**src/rtl/zio_cycle_if.sv**
```systemverilog
// Z80 I/O bus bundle: raw strobes/address/data from the CPU side and the
// classified cycle strobes and latched fields handed to the port decoders.
interface zio_cycle_if;
  logic        iorq_n;
  logic        m1_n;
  logic        rd_n;
  logic        wr_n;
  logic [15:0] a;
  logic [7:0]  d;
  logic        iorq;
  logic        rd;
  logic [15:0] io_addr;
  logic [7:0]  io_wdata;
  logic        io_rd_begin;
  logic        io_rd_end;
  logic        io_wr_begin;
  logic        io_wr_end;
  logic        int_ack;
  logic        busy;

  modport master (
    output iorq_n, m1_n, rd_n, wr_n, a, d,
    input  iorq, rd, io_addr, io_wdata, io_rd_begin, io_rd_end,
    input  io_wr_begin, io_wr_end, int_ack, busy
  );

  modport slave (
    input  iorq_n, m1_n, rd_n, wr_n, a, d,
    output iorq, rd, io_addr, io_wdata, io_rd_begin, io_rd_end,
    output io_wr_begin, io_wr_end, int_ack, busy
  );
endinterface

```
**src/rtl/zio_cycle.sv**
```systemverilog
// Z80 I/O cycle front-end: synchronises and filters bus strobes into fclk,
// classifies read/write/INTA cycles and latches address and write data.
module zio_cycle #(
  parameter int unsigned SYNC_STAGES = 2,
  parameter int unsigned FILT        = 2
) (
  input logic        fclk,
  input logic        rst_n,
  zio_cycle_if.slave bus
);

  typedef enum logic [2:0] {StIdle, StRd, StWr, StAck, StGap} state_e;

  localparam int unsigned NumStb = 4;
  localparam logic [2:0]  CntMax = 3'(FILT - 1);

  // Strobe index: 0 iorq, 1 m1, 2 rd, 3 wr; all carried active-high internally.
  logic [NumStb-1:0]      raw;
  logic [SYNC_STAGES-1:0] sync_q [NumStb];
  logic [2:0]             cnt_q  [NumStb];
  logic [2:0]             cnt_d  [NumStb];
  logic [NumStb-1:0]      lvl_q, lvl_d;
  logic                   iorq_f, m1_f, rd_f, wr_f;

  state_e      state_q;
  logic        iorq_q, rd_q, busy_q;
  logic        rd_begin_q, rd_end_q, wr_begin_q, wr_end_q, int_ack_q;
  logic [15:0] addr_q;
  logic [7:0]  wdata_q;

  assign raw = ~{bus.wr_n, bus.rd_n, bus.m1_n, bus.iorq_n};

  always_comb begin
    for (int i = 0; i < NumStb; i++) begin
      lvl_d[i] = lvl_q[i];
      cnt_d[i] = '0;
      if (sync_q[i][SYNC_STAGES-1] != lvl_q[i]) begin
        if (cnt_q[i] == CntMax) begin
          lvl_d[i] = ~lvl_q[i];
        end else begin
          cnt_d[i] = cnt_q[i] + 3'd1;
        end
      end
    end
  end

  // Level outputs take the filter next-state so raw-to-output latency is SYNC_STAGES+FILT.
  always_ff @(posedge fclk or negedge rst_n) begin
    if (!rst_n) begin
      for (int i = 0; i < NumStb; i++) begin
        sync_q[i] <= '0;
        cnt_q[i]  <= '0;
      end
      lvl_q  <= '0;
      iorq_q <= 1'b0;
      rd_q   <= 1'b0;
    end else begin
      for (int i = 0; i < NumStb; i++) begin
        sync_q[i] <= {sync_q[i][SYNC_STAGES-2:0], raw[i]};
        cnt_q[i]  <= cnt_d[i];
      end
      lvl_q  <= lvl_d;
      iorq_q <= lvl_d[0] & ~lvl_d[1];
      rd_q   <= lvl_d[2];
    end
  end

  assign iorq_f = lvl_q[0];
  assign m1_f   = lvl_q[1];
  assign rd_f   = lvl_q[2];
  assign wr_f   = lvl_q[3];

  always_ff @(posedge fclk or negedge rst_n) begin
    if (!rst_n) begin
      state_q    <= StIdle;
      busy_q     <= 1'b0;
      rd_begin_q <= 1'b0;
      rd_end_q   <= 1'b0;
      wr_begin_q <= 1'b0;
      wr_end_q   <= 1'b0;
      int_ack_q  <= 1'b0;
      addr_q     <= '0;
      wdata_q    <= '0;
    end else begin
      rd_begin_q <= 1'b0;
      rd_end_q   <= 1'b0;
      wr_begin_q <= 1'b0;
      wr_end_q   <= 1'b0;
      int_ack_q  <= 1'b0;
      case (state_q)
        StIdle: begin
          // INTA wins; rd and wr together is illegal and simply waits.
          if (iorq_f && m1_f) begin
            state_q   <= StAck;
            busy_q    <= 1'b1;
            int_ack_q <= 1'b1;
            addr_q    <= bus.a;
          end else if (iorq_f && rd_f && !wr_f) begin
            state_q    <= StRd;
            busy_q     <= 1'b1;
            rd_begin_q <= 1'b1;
            addr_q     <= bus.a;
          end else if (iorq_f && wr_f && !rd_f) begin
            state_q    <= StWr;
            busy_q     <= 1'b1;
            wr_begin_q <= 1'b1;
            addr_q     <= bus.a;
            wdata_q    <= bus.d;
          end
        end
        StRd: begin
          if (!iorq_f || !rd_f) begin
            state_q  <= StGap;
            rd_end_q <= 1'b1;
          end
        end
        StWr: begin
          if (!iorq_f || !wr_f) begin
            state_q  <= StGap;
            wr_end_q <= 1'b1;
          end
        end
        StAck: begin
          if (!iorq_f) begin
            state_q <= StGap;
          end
        end
        StGap: begin
          // Hold off re-arming until the whole Z80 cycle has ended.
          if (!iorq_f && !rd_f && !wr_f) begin
            state_q <= StIdle;
            busy_q  <= 1'b0;
          end
        end
        default: begin
          state_q <= StIdle;
          busy_q  <= 1'b0;
        end
      endcase
    end
  end

  assign bus.iorq        = iorq_q;
  assign bus.rd          = rd_q;
  assign bus.io_addr     = addr_q;
  assign bus.io_wdata    = wdata_q;
  assign bus.io_rd_begin = rd_begin_q;
  assign bus.io_rd_end   = rd_end_q;
  assign bus.io_wr_begin = wr_begin_q;
  assign bus.io_wr_end   = wr_end_q;
  assign bus.int_ack     = int_ack_q;
  assign bus.busy        = busy_q;

endmodule

```
**src/flat_wrapper.sv**
```systemverilog
// flat-port wrapper written by rule: the top's interface ports become plain ports
module zio_cycle_flat 
#(
  parameter int unsigned SYNC_STAGES = 2,
  parameter int unsigned FILT        = 2
)
  (fclk, rst_n, bus_iorq_n, bus_m1_n, bus_rd_n, bus_wr_n, bus_a, bus_d, bus_iorq, bus_rd, bus_io_addr, bus_io_wdata, bus_io_rd_begin, bus_io_rd_end, bus_io_wr_begin, bus_io_wr_end, bus_int_ack, bus_busy);
  zio_cycle_if bus_i ();
  input logic fclk;
  input logic rst_n;
  input wire logic [$bits(bus_i.iorq_n)-1:0] bus_iorq_n;
  input wire logic [$bits(bus_i.m1_n)-1:0] bus_m1_n;
  input wire logic [$bits(bus_i.rd_n)-1:0] bus_rd_n;
  input wire logic [$bits(bus_i.wr_n)-1:0] bus_wr_n;
  input wire logic [$bits(bus_i.a)-1:0] bus_a;
  input wire logic [$bits(bus_i.d)-1:0] bus_d;
  output wire logic [$bits(bus_i.iorq)-1:0] bus_iorq;
  output wire logic [$bits(bus_i.rd)-1:0] bus_rd;
  output wire logic [$bits(bus_i.io_addr)-1:0] bus_io_addr;
  output wire logic [$bits(bus_i.io_wdata)-1:0] bus_io_wdata;
  output wire logic [$bits(bus_i.io_rd_begin)-1:0] bus_io_rd_begin;
  output wire logic [$bits(bus_i.io_rd_end)-1:0] bus_io_rd_end;
  output wire logic [$bits(bus_i.io_wr_begin)-1:0] bus_io_wr_begin;
  output wire logic [$bits(bus_i.io_wr_end)-1:0] bus_io_wr_end;
  output wire logic [$bits(bus_i.int_ack)-1:0] bus_int_ack;
  output wire logic [$bits(bus_i.busy)-1:0] bus_busy;
  assign bus_i.iorq_n = bus_iorq_n;
  assign bus_i.m1_n = bus_m1_n;
  assign bus_i.rd_n = bus_rd_n;
  assign bus_i.wr_n = bus_wr_n;
  assign bus_i.a = bus_a;
  assign bus_i.d = bus_d;
  assign bus_iorq = bus_i.iorq;
  assign bus_rd = bus_i.rd;
  assign bus_io_addr = bus_i.io_addr;
  assign bus_io_wdata = bus_i.io_wdata;
  assign bus_io_rd_begin = bus_i.io_rd_begin;
  assign bus_io_rd_end = bus_i.io_rd_end;
  assign bus_io_wr_begin = bus_i.io_wr_begin;
  assign bus_io_wr_end = bus_i.io_wr_end;
  assign bus_int_ack = bus_i.int_ack;
  assign bus_busy = bus_i.busy;
  zio_cycle #(.SYNC_STAGES(SYNC_STAGES), .FILT(FILT)) u_core (.fclk(fclk), .rst_n(rst_n), .bus(bus_i));
endmodule
```
**config.mk**
```make
export PLATFORM = sky130hd
export DESIGN_NAME = zio_cycle_flat
export DESIGN_NICKNAME = d
export VERILOG_FILES = /design/src/rtl/zio_cycle_if.sv /design/src/rtl/zio_cycle.sv /design/src/flat_wrapper.sv
export SDC_FILE = /design/constraint.sdc
export NUM_CORES = 1
export LEC_CHECK = 0
export ABC_AREA = 1
export BUFFER_PORTS_ARGS = -buffer_cell sky130_fd_sc_hd__buf_4
export CAP_MARGIN = 20
export CORE_MARGIN = 2
export CORE_UTILIZATION = 51
export CTS_CLUSTER_SIZE = 30
export DETAILED_ROUTE_END_ITERATION = 8
export PLACE_DENSITY = 0.78
export SYNTH_ARGS = -nofsm -noshare
export SYNTH_HDL_FRONTEND = slang
export SYNTH_SLANG_ARGS = --single-unit
```
**constraint.sdc**
```tcl
create_clock -name fclk -period 1.6 [get_ports fclk]
set_input_delay 0.08 -clock fclk [delete_from_list [all_inputs] [get_ports fclk]]
set_output_delay 0.08 -clock fclk [all_outputs]
set_load 0.005 [all_outputs]
```
==> run metrics, run 1 <==
status finished, final reports clean; Critical path origin u_core.state_q[0]; via count 1979; HP Class in -> async; Final Max Tran Viols 0; cell total after placement 356; biggest area consumer among synthesized cells dfrtp_1; Inserted Diodes 0; total wire length 5290 µm; Lkg Pwr 1.73 nW; share of cells above drive strength 1 25.5%; Yosys warnings 0; Skew-Pair Late Insertion Delay 0.33 ns; Synth Cell Area 0.00231 mm²; final setup vio count 0; worst reg-to-reg setup slack 0.09 ns; Die Height 71.2 µm; Slew HR 53.2%; GRT Residual Overflow 0; number of global-route vias before repair 2032; Starting DRT DRC Count 109; H-tree Lvls 3; register area 0.00145 mm²; Root Buffer clkbuf_8; CTS tree built; PD cells 1770 mW/mm²; fmax 664 MHz; critical path data arrival time 1.77 ns; Clock transition at path regs 0.06 ns; Worst Setup Start Kind flop; largest net degree at the start of global routing 59; clock buffer depth 2; r2r startpoint u_core.state_q[0]; share of the synthesized area in the top cell type 62.9%; Synth area leaders dfrtp_1, nand2_1, inv_1; Final ANT Viol Nets 0; total power 5.85 mW; Final Hold Viols 0; Non-Filler Instances 405; first-pass GRT wire length 8830 µm; Mapped Nets 275; P&R area growth vs syn 43.2%; min Tclk post-route 1.51 ns; initial antenna violation count 0; core area 0.00435 mm²; CP endpoint kind flop; die area 0.00508 mm²; worst clock skew 0.00654 ns; synthesized flop and latch total 58; Fillers 294; Worst Reg-to-Reg Cells 8; Max-cap violations 0; DRT Pass-1 Iters 4; footprint of the multi-input gates 729 µm²; starting density of the core 53.0%; DR DRC count 0; Die W 71.2 µm; Ports 62; Final TNS setup 0 ns; Crit Reg-Reg Endpoint u_core.bus.io_wdata[5]; VDD IR-drop max 1220 µV; worst setup path end u_core.bus.io_wdata[5]; CTS buffer count 9; Layout Nets 378; Synth cell types 24; Tcrit/Tclk final 94.1%; PortBufs 61; Detail Placement HPWL 3160 µm; synthesized instance count 245; # rows 24; Worst Tran Pin Value 0.703 ns; Setup CP Type reg -> reg; drt wl/cell 13.1 µm; vias per cell 4.89; crit path max fanout 9; critical path required time 1.87 ns; register area share after synthesis 62.9%; clock sinks 58; Routability Congestion 0.795; All-Layer GR Usage 22.7%; synthesized area per cell 9.41 µm²
cell usage in the layout (no fill, tap or decap), drive strengths merged:
cell / netlist / routed
nand2: 92 / 92
buf: 3 / 66
dfrtp: 58 / 58
dlygate4sd3: 0 / 29
inv: 26 / 26
nor2: 17 / 17
clkbuf: 1 / 14
o21ai: 12 / 12
a21oi: 11 / 11
nand3: 6 / 6
xnor2: 4 / 4
nor3: 4 / 4
nand3b: 4 / 4
nor3b: 3 / 3
clkinv: 0 / 3
nand4: 2 / 2
a211oi: 1 / 1
nor4: 1 / 1
cells in the mapped netlist:
library cell and count:
xnor2_1 4, o21ai_0 12, a211oi_1 1, inv_4 1, inv_1 24, nor2_2 1
buf_6 1, nand3_1 6, nand2_2 1, nand2_8 1, buf_4 2, clkbuf_1 1
nor3_1 4, nand2_4 1, nand4_1 2, nand3b_1 4, dfrtp_1 58, a21oi_1 11
nand2_1 89, nor4_1 1, nor2_1 15, inv_2 1, nor2_4 1, nor3b_1 3
cells by family after synthesis:
| logic type | count (synthesis) | synth area share, % |
|---|---|---|
| compound gates | 24 | 5.32 |
| xor+xnor | 4 | 1.52 |
| buf+inv | 30 | 5.64 |
| flops | 58 | 62.9 |
| simple gates | 129 | 24.6 |
stage by stage:
stage	utilization [%]	instance area, µm²	hold slack, ns	setup WS (ns)
5_1_grt	75.8	3300	0.355	-0.00922
4_1_cts	75.1	3270	0.352	0.0838
3_5_place_dp	64.6	2810	0.182	0.103
2_1_floorplan	-	2310	-0.216	0.243
3_3_place_gp	64.6	2810	0.174	0.146
6_report	75.8	3300	0.348	0.0943
report_power, final:
part           switching [mW]  internal [mW]  total [mW]
Clock                   0.536          0.597        1.13
Sequential              0.364           1.99        2.36
Combinational            1.28           1.08        2.36
Total                    2.18           3.66        5.85
layer usage:
| layer | vias up | GRT usage (%) | part of all wire [%] |
|---|---|---|---|
| met5 | - | 0 | 0 |
| met4 | 0 | 11.1 | 2.5 |
| met1 | 936 | 26.8 | 41 |
| met3 | 13 | 6.05 | 4.8 |
| li1 | 968 | - | - |
| met2 | 62 | 38.3 | 51 |
layout make-up:
class,count,area share [%]
flip-flops and latches,58,44.0
multi-input cells,157,22.1
clock buffers,13,4.51
inverters,26,3.03
repair buffers,96,23.9
well taps,52,1.97
clock inverters,3,0.455
timing repair:
action | 4_1_cts | 5_1_grt
hold endpoints to repair | 86 | 0
resized for setup | 0 | 3
buffers inserted | 0 | 4
endpoints found under the setup margin | 0 | 24
hold buffers | 29 | 0
critical path, cell delays in order (launching register included):
cell and delay, ns:
dfrtp_1 0.46, nor2_2 0.15, nand2_2 0.11, inv_2 0.14, nand2_2 0.15, nor2_4 0.16
clkbuf_2 0.16, nand2_1 0.05, nand2_1 0.06
worst min path at each step:
stage | start | to | slack [ns] | depth (start not counted)
3_3_place_gp | rst_n | u_core.cnt_q[8] | 0.17 | 1
6_report | rst_n | u_core.cnt_q[7] | 0.35 | 2
3_5_place_dp | rst_n | u_core.cnt_q[9] | 0.18 | 1
2_1_floorplan | rst_n | u_core.bus.busy | -0.22 | 0
5_1_grt | u_core.sync_q[2] | u_core.sync_q[3] | 0.35 | 0
4_1_cts | u_core.sync_q[2] | u_core.sync_q[3] | 0.35 | 0
registers in the layout, summed over array words and instances (netlist names):
name and count:
u_core.bus.io_addr 16, u_core.bus.int_ack 1, u_core.cnt_q 12, u_core.sync_q 8
u_core.state_q 3, u_core.lvl_q 3, u_core.bus.io_wdata 8, u_core.bus.io_rd_end 1
u_core.bus.io_wr_begin 1, u_core.bus.rd 1, u_core.bus.iorq 1, u_core.bus.io_wr_end 1
u_core.bus.busy 1, u_core.bus.io_rd_begin 1
No activity file was read; power rests on OpenSTA's default activity.
==> run 2: changes to the inputs <==
--- a/config.mk
+++ b/config.mk
@@ -9,10 +9,9 @@
 export BUFFER_PORTS_ARGS = -buffer_cell sky130_fd_sc_hd__buf_4
 export CAP_MARGIN = 20
 export CORE_MARGIN = 2
-export CORE_UTILIZATION = 51
+export CORE_UTILIZATION = 40
 export CTS_CLUSTER_SIZE = 30
 export DETAILED_ROUTE_END_ITERATION = 8
-export PLACE_DENSITY = 0.78
 export SYNTH_ARGS = -nofsm -noshare
 export SYNTH_HDL_FRONTEND = slang
 export SYNTH_SLANG_ARGS = --single-unit
==> run metrics, run 2 (same netlist as run 1, synthesis figures left out) <==
die area 0.00639 mm² (+26%); VDD IR-drop max 919 µV (-25%); worst-path cell chain nand2_1, nor2_1, nor2_2, nand2_4, nand2_8, inv_4, nand2_1, nand2_1; worst clock skew 0.00678 ns (+0.000234 ns); H-tree Lvls 3 (unchanged); PortBufs 61 (unchanged); min Tclk post-route 1.45 ns (-0.0531 ns); Lkg Pwr 1.71 nW (-1.2%); PD cells 1740 mW/mm² (-1.6%); pre-CTS WS 0.126 ns (+0.0228 ns); total power 5.75 mW (-1.7%); largest stage delay on the critical path 0.46 ns (about the same); Worst Reg-to-Reg Cells 8 (unchanged); Crit Reg-Reg Endpoint u_core.bus.io_addr[11]; Fillers 484 (+65%); cell total after placement 376 (+5.6%); commonest cells after routing, fill and taps aside nand2_1, buf_4, dfrtp_1, dlygate4sd3_1, inv_1; Max-cap violations 0 (unchanged); Critical-path top delay cell dfrtp_1; HP Class in -> async; Final Max Tran Viols 0 (unchanged); final setup vio count 0 (unchanged); number of global-route vias before repair 2045 (+0.64%); Final Hold Viols 0 (unchanged); unrepaired setup endpoints after global routing no; Routability Congestion 0.778 (-2.1%); # rows 27 (+13%); worst setup path end u_core.bus.io_addr[11]; clock buffer depth 2 (unchanged); crit path max fanout 18 (+9); Critical path origin u_core.lvl_q[3]; vias per cell 4.49 (-8.0%); Starting DRT DRC Count 91 (-17%); Final TNS setup 0 ns (unchanged); Final ANT Viol Nets 0 (unchanged); worst reg-to-reg setup slack 0.15 ns (+0.05 ns); Die Height 79.9 µm (+12%); Die W 79.9 µm (+12%); Non-Filler Instances 421 (+4.0%); P&R area growth vs syn 43.0%; CTS tree built; CTS buffer count 9 (unchanged); clock sinks 58 (unchanged); core area 0.00554 mm² (+27%); DR DRC count 0 (unchanged); Worst Setup Start Kind flop; Skew-Pair Late Insertion Delay 0.33 ns (about the same); critical path required time 1.87 ns (about the same); All-Layer GR Usage 16.9% (-5.8 points); Inserted Diodes 0 (unchanged); status finished, final reports clean; Root Buffer clkbuf_8; most frequent CP cell nand2_1; Layout Nets 374 (-1.1%); DRT Pass-1 Iters 4 (unchanged); starting density of the core 41.6% (-11 points); Clock transition at path regs 0.06 ns (about the same); Setup CP Type reg -> reg; share of cells above drive strength 1 24.4% (-1.1 points); first-pass GRT wire length 8300 µm (-6.0%); via count 1892 (-4.4%); Ports 62 (unchanged); Util after Layout 59.5% (-16 points); initial antenna violation count 0 (unchanged); largest net degree at the start of global routing 59 (unchanged); CP endpoint kind flop; Detail Placement HPWL 3050 µm (-3.4%); fmax 688 MHz (+3.7%); Worst Tran Pin Value 0.730 ns (+0.0274 ns); critical path data arrival time 1.72 ns (-0.05 ns); Tcrit/Tclk final 90.8% (-3.3 points); Slew HR 51.3% (-1.8 points); drt wl/cell 11.4 µm (-13%); Setup WS post-layout 0.147 ns (+0.0531 ns); max reg flops 16 (unchanged); GRT Residual Overflow 0 (unchanged); r2r startpoint u_core.lvl_q[3]; most common cell after layout, fill and taps aside nand2_1; total wire length 4790 µm (-9.4%)
[run 2: cell count changes in the layout (fill, tap and decap cells not counted)]
cell      previous run  this run
nor2_1              14        15
clkbuf_2             1         0
buf_4               66        63
nor2_2               2         1
[run 2: worst max-delay path: cells and delay by family (launching register included)]
kind                   cells  cell delay, ns
buffers and inverters      1            0.16
flip-flops                 1            0.46
AND/OR/NAND/NOR            7            0.78
[run 2: final cells by class]
class	instances	area (µm²)	share of cell area, %
Timing Repair Buffer	92	763	23.1
Inverter	26	100	3.04
Clock buffer	13	149	4.52
Clock inverter	3	15.0	0.455
Tap cell	72	90.1	2.73
Multi-Input combinational cell	157	727	22.0
Sequential cell	58	1450	44.1
[run 2: how the worst min path moves through the flow]
stage / to / slack [ns]
detailed placement: u_core.bus.io_wdata[6] / 0.19
global route: u_core.sync_q[3] / 0.37
global placement: u_core.bus.io_wdata[6] / 0.19
floorplan: u_core.bus.busy / -0.22
CTS: u_core.sync_q[7] / 0.35
finish: u_core.bus.io_wdata[6] / 0.34
[run 2: metrics by stage]
step | cell area [µm²] | hold WS, ns
after floorplan | 2310 | -0.216
after global placement | 2840 | 0.187
after detailed placement | 2840 | 0.190
after CTS | 3290 | 0.353
after global routing | 3300 | 0.366
final | 3300 | 0.343
[run 2: power by group]
part	internal, mW	leakage, nW	switching, mW
Combinational	1.05	0.895	1.23
Clock	0.597	0.0872	0.538
Sequential	1.99	0.723	0.348
[run 2: layer usage]
layer	up-vias	global-route usage (%)	part of all wire (%)
met5	-	0	0
met4	0	7.12	1.5
met3	9	8.14	7.4
met2	55	27.7	47
met1	868	18.7	44
li1	960	-	-
[run 2: repair_timing]
action	CTS	global route
buffers inserted	0	0
gates resized for setup	0	2
endpoints found under the hold margin	86	0
hold buffers	29	0
setup endpoints to repair	0	10
